File: src/rtl/memory_bank.sv
`default_nettype none
// ============================================================================
// Module   : memory_bank
// Purpose  : Single-bank word memory with registered read port, range
//            checking and a self-timed clear sweep that zeroes every word.
// Revision : 1.0 - initial release
// ----------------------------------------------------------------------------
// Ports
//   clock    in   1           rising-edge clock
//   reset    in   1           asynchronous, active-low reset
//   addr     in   ADDR_WIDTH  word address for read/write
//   data_in  in   DATA_WIDTH  write data
//   select   in   1           bank select; no access without it
//   rE       in   1           read request
//   wE       in   1           write request
//   clear    in   1           start a clear sweep of all words
//   data_out out  DATA_WIDTH  registered read data (latency 1)
//   rvalid   out  1           data_out updated by a read this cycle
//   busy     out  1           clear sweep in progress
//   err      out  1           out-of-range access flagged
// ============================================================================
module memory_bank #(
  parameter int DATA_WIDTH = 8,
  parameter int DEPTH      = 16,
  parameter int ADDR_WIDTH = 4
) (
  input  logic                  clock,
  input  logic                  reset,
  input  logic [ADDR_WIDTH-1:0] addr,
  input  logic [DATA_WIDTH-1:0] data_in,
  input  logic                  select,
  input  logic                  rE,
  input  logic                  wE,
  input  logic                  clear,
  output logic [DATA_WIDTH-1:0] data_out,
  output logic                  rvalid,
  output logic                  busy,
  output logic                  err
);

  // One extra bit so DEPTH itself is representable even when it equals
  // 2**ADDR_WIDTH; the range test then never wraps.
  localparam logic [ADDR_WIDTH:0]   DEPTH_EXT = (ADDR_WIDTH + 1)'(DEPTH);
  localparam logic [ADDR_WIDTH-1:0] LAST_PTR  = ADDR_WIDTH'(DEPTH - 1);

  typedef enum logic [0:0] {
    IDLE  = 1'b0,
    CLEAR = 1'b1
  } state_t;

  state_t                  state;
  state_t                  state_next;
  logic [ADDR_WIDTH-1:0]   ptr;
  logic [ADDR_WIDTH-1:0]   ptr_next;
  logic                    sweep_wr;

  logic                    in_range;
  logic                    access_req;
  logic                    rd_accept;
  logic                    wr_accept;
  logic                    err_next;
  logic [DATA_WIDTH-1:0]   read_word;
  logic [DATA_WIDTH-1:0]   mem [DEPTH];

  // --------------------------------------------------------------------------
  // Access qualification. Clear in IDLE pre-empts any access in the same
  // cycle, and nothing is accepted while a sweep is running.
  // --------------------------------------------------------------------------
  always_comb begin
    in_range   = ({1'b0, addr} < DEPTH_EXT);
    access_req = select & (rE | wE) & (state == IDLE) & ~clear;
    rd_accept  = access_req & in_range & rE;
    wr_accept  = access_req & in_range & wE;
    err_next   = access_req & ~in_range;
  end

  // --------------------------------------------------------------------------
  // Clear-sweep state machine
  // --------------------------------------------------------------------------
  always_ff @(posedge clock or negedge reset) begin
    if (!reset) begin
      state <= IDLE;
      ptr   <= '0;
    end else begin
      state <= state_next;
      ptr   <= ptr_next;
    end
  end

  always_comb begin
    state_next = state;
    ptr_next   = ptr;
    sweep_wr   = 1'b0;
    case (state)
      IDLE: begin
        if (clear) begin
          state_next = CLEAR;
          ptr_next   = '0;
        end
      end
      CLEAR: begin
        sweep_wr = 1'b1;
        // Stop on the last real word so ptr never reaches DEPTH, which
        // matters when DEPTH is not a power of two.
        if (ptr == LAST_PTR) begin
          state_next = IDLE;
          ptr_next   = '0;
        end else begin
          ptr_next = ptr + 1'b1;
        end
      end
      default: begin
        state_next = IDLE;
        ptr_next   = '0;
      end
    endcase
  end

  assign busy = (state == CLEAR);

  // --------------------------------------------------------------------------
  // Storage. Per-word enables decoded against constants keep every index
  // inside 0..DEPTH-1 regardless of the address width.
  // --------------------------------------------------------------------------
  always_ff @(posedge clock or negedge reset) begin
    if (!reset) begin
      for (int i = 0; i < DEPTH; i++) begin
        mem[i] <= '0;
      end
    end else begin
      for (int i = 0; i < DEPTH; i++) begin
        if (sweep_wr && (ptr == ADDR_WIDTH'(i))) begin
          mem[i] <= '0;
        end else if (wr_accept && (addr == ADDR_WIDTH'(i))) begin
          mem[i] <= data_in;
        end
      end
    end
  end

  always_comb begin
    read_word = '0;
    for (int i = 0; i < DEPTH; i++) begin
      if (addr == ADDR_WIDTH'(i)) begin
        read_word = mem[i];
      end
    end
  end

  // --------------------------------------------------------------------------
  // Registered read port and flags. read_word is taken from the array before
  // the same edge's write lands, giving read-first behaviour.
  // --------------------------------------------------------------------------
  always_ff @(posedge clock or negedge reset) begin
    if (!reset) begin
      data_out <= '0;
      rvalid   <= 1'b0;
      err      <= 1'b0;
    end else begin
      rvalid <= rd_accept;
      err    <= err_next;
      if (rd_accept) begin
        data_out <= read_word;
      end
    end
  end

endmodule
`default_nettype wire
File: config.mk
export PLATFORM = sky130hd
export DESIGN_NAME = memory_bank
export DESIGN_NICKNAME = d
export VERILOG_FILES = /design/src/rtl/memory_bank.sv
export SDC_FILE = /design/constraint.sdc
export NUM_CORES = 1
export LEC_CHECK = 0
export CORE_MARGIN = 10
export CORE_UTILIZATION = 50
export DETAILED_ROUTE_END_ITERATION = 6
export GPL_TIMING_DRIVEN = 0
export MAX_ROUTING_LAYER = met4
export PLACE_DENSITY = 0.68
export RECOVER_POWER = 50
export SYNTH_ARGS = -nofsm -noshare
export SYNTH_HDL_FRONTEND = slang
export SYNTH_SLANG_ARGS = --single-unit
File: constraint.sdc
create_clock -name clock -period 1.7 [get_ports clock]
set_input_delay 0.34 -clock clock [delete_from_list [all_inputs] [get_ports clock]]
set_output_delay 0.34 -clock clock [all_outputs]
set_load 0.005 [all_outputs]
==> run metrics <==
Placement Cell Area 0.00756 mm^2; die area 0.0195 mm^2; Syn Area/Cell roughly 11 um^2; Critical path buffers and inverters 3; Hold Crit Class primary input to register; Detailed Route WL 23200 um; layout cells sized above 1 0.223; Die Width 140 um; # clock sinks 142; H-tree levels 4; worst path cell trace buf_4 > buf_4 > buf_2 > mux4_2 > mux2i_1 > o21ai_0 > o221a_2; Synth Register Bits 142; GRT overflow 0; power density cells 1190 mW/mm^2; port bufs 16; net count after synthesis 668; Worst-path clk slew 0.06 ns; via count 5983; CP endpoint kind register; Hold Crit Start data_in[7]; synth warn 0; largest net degree at the start of global routing 93; worst slew pin tran 0.890 ns; Critical Path RT between 2 and 2.5 ns; first drt pass iteration count 5; max_slew headroom 0.406; type of the worst setup path primary input to register; DR WL/cell approximately 26 um; Peak VDD IR ~0.00085 V; worst skew pair latency 0.43 ns; Via density between 6 and 7; total of max-cap violations 0; n_diodes 0; CP startpoint kind primary input; Setup violations, final 2; Die H 140 um; number of global-route vias before repair 5907; Power Total approximately 10 mW; Post-synth EDFFs 0; sequential fraction of the synthesis area 0.497; mapped cell area 0.00714 mm^2; outcome finished, violations left; Std-Cell Rows 43; Crit path largest cell delay 0.38 ns; failing checks negative setup slack; critical path fanouts, max 10; fin worst setup slack -0.0426 ns; final worst-path cycle share 1.03; commonest non-fill, non-tap cells in the layout 140 x dfrtp_1, 81 x a22o_1, 54 x nor2_1; CTS tree built; all-layer global routing usage 0.241; Residual DRC 0; nets@finish 719; register area 0.00356 mm^2; Routed Antenna Nets 0; Max Clock Freq around 570 MHz; Distinct cells, synth 64; RSZ-0062 raised after global routing true; fin area 0.00858 mm^2; Root Buffer clkbuf_16; Mapped Cells 646; Slew Viols, Final 0; share of synthesized flip-flops with an asynchronous set or reset 1.00; Final min period 1.74 ns; Placer Congestion 0.952; Static Leak between 3 and 4 nW; hpwl dp 15000 um; critical path arrival 2.06 ns; final hold vios 0; CP startpoint addr[1]; leading cell type in the layout, fill and taps excluded dfrtp_1; Crit path max-delay family multiplexers; total CTS buffers 17; I/O pins 29; Setup Skew 0.00667 ns; Starting DRT DRC Count 906; Initial Util 0.513; first-pass GRT wire length about 36000 um; Primary FF master, synth dfrtp_1; Slowest cell on crit path mux4_2; multi-input logic area 0.00345 mm^2; Critical R2R Launch busy; clock buffer depth 2; Most common cell on crit path buf_4; CORE AREA roughly 0.014 mm^2; Layout Area Growth over Synthesis 20.2%; fillcell total 1126; initial antenna violation count 0
[flip-flops by register name, summed over array words and instances (netlist names)]
name,cells
rvalid,1
busy,1
ptr,4
mem,128
data_out,8
[per-stage QoR]
stage / setup TNS [ns] / setup WS (ns) / utilization / hold slack, ns / cells
finish: -0.0475 / -0.0426 / 0.616 / 0.353 / 889
global placement: -815.41 / -5.18 / 0.540 / 0.478 / 842
CTS: -0.0340 / -0.0127 / 0.603 / 0.334 / 880
detailed placement: -83.56 / -0.979 / 0.542 / 0.315 / 843
floorplan: 0 / 0.0893 / - / 0.0444 / 646
global route: -0.0187 / -0.00631 / 0.616 / 0.367 / 889
[cells by family after synthesis]
logic type      synth area share
simple gates               0.136
flops                      0.497
buf+inv                   0.0483
compound gates             0.204
other cells             0.000525
xor+xnor                 0.00123
fa+ha+maj                0.00701
mux                        0.106
[cells in the mapped netlist (5+ instances only)]
cell type | number | area (um^2)
dfrtp_1 | 142 | 3550
a22o_1 | 81 | 709
nor2_1 | 59 | 221
mux2i_1 | 45 | 450
nand2_1 | 41 | 154
a21oi_1 | 30 | 150
o21ai_0 | 26 | 130
nand3_1 | 22 | 110
buf_2 | 19 | 95.1
nor2b_1 | 19 | 119
clkbuf_1 | 14 | 52.6
mux4_2 | 12 | 270
buf_1 | 9 | 33.8
nor3_1 | 9 | 45.0
nor2_4 | 8 | 90.1
buf_4 | 7 | 52.6
a31oi_1 | 6 | 37.5
a31oi_2 | 6 | 75.1
inv_1 | 6 | 22.5
o22ai_1 | 6 | 37.5
nand2b_1 | 5 | 31.3
[layer usage]
layer  up-vias  routed length (um)  track usage
met4         0                 884       0.0995
li1       2501                   -            -
met2       385               10400        0.343
met1      3023                9790        0.328
met3        74                2210       0.0490
met5         -                   0            -
[path summary, 6_finish.rpt]
kind | depth (start not counted) | end | slack [ns]
min | 2 | mem[63] | 0.35
max | 7 | data_out[1] | -0.04
min reg2reg | 1 | mem[87] | 0.50
min in group asynchronous | 2 | mem[17] | 0.42
max in group asynchronous | 3 | mem[98] | 0.46
max reg2reg | 6 | data_out[0] | 0.03
[area by class of cell]
| type | instances | share of cell area |
|---|---|---|
| sequential | 142 | 0.414 |
| tap | 180 | 0.0262 |
| buffer | 52 | 0.0391 |
| clock buffer | 21 | 0.0560 |
| timing repair buffer | 35 | 0.0408 |
| clock inverter | 10 | 0.0185 |
| multi-input combinational | 442 | 0.402 |
| inverter | 7 | 0.00306 |
[worst reg2reg max path, stage by stage, from the launching register on]
cell,delay [ns]
dfrtp_2,0.46
nor4bb_2,0.30
buf_4,0.20
o21ai_2,0.12
a41oi_2,0.21
o21ai_1,0.13
o221a_2,0.15
[power breakdown]
part	total (mW)	switching [mW]	internal (mW)	leakage (nW)
Combinational	2.24	1.35	0.888	1.63
Clock	4.05	1.45	2.60	0.311
Sequential	3.92	0.267	3.66	1.95
[repair_timing]
| item | 4_1_cts | 5_1_grt |
|---|---|---|
| endpoints found under the setup margin | 136 | 104 |
| pin swaps | 7 | 8 |
| buffers inserted | 7 | 10 |
| gates resized for setup | 38 | 28 |
| hold endpoints to repair | 50 | 0 |
| hold buffers | 1 | 0 |
(Power assumes the default switching activity.)
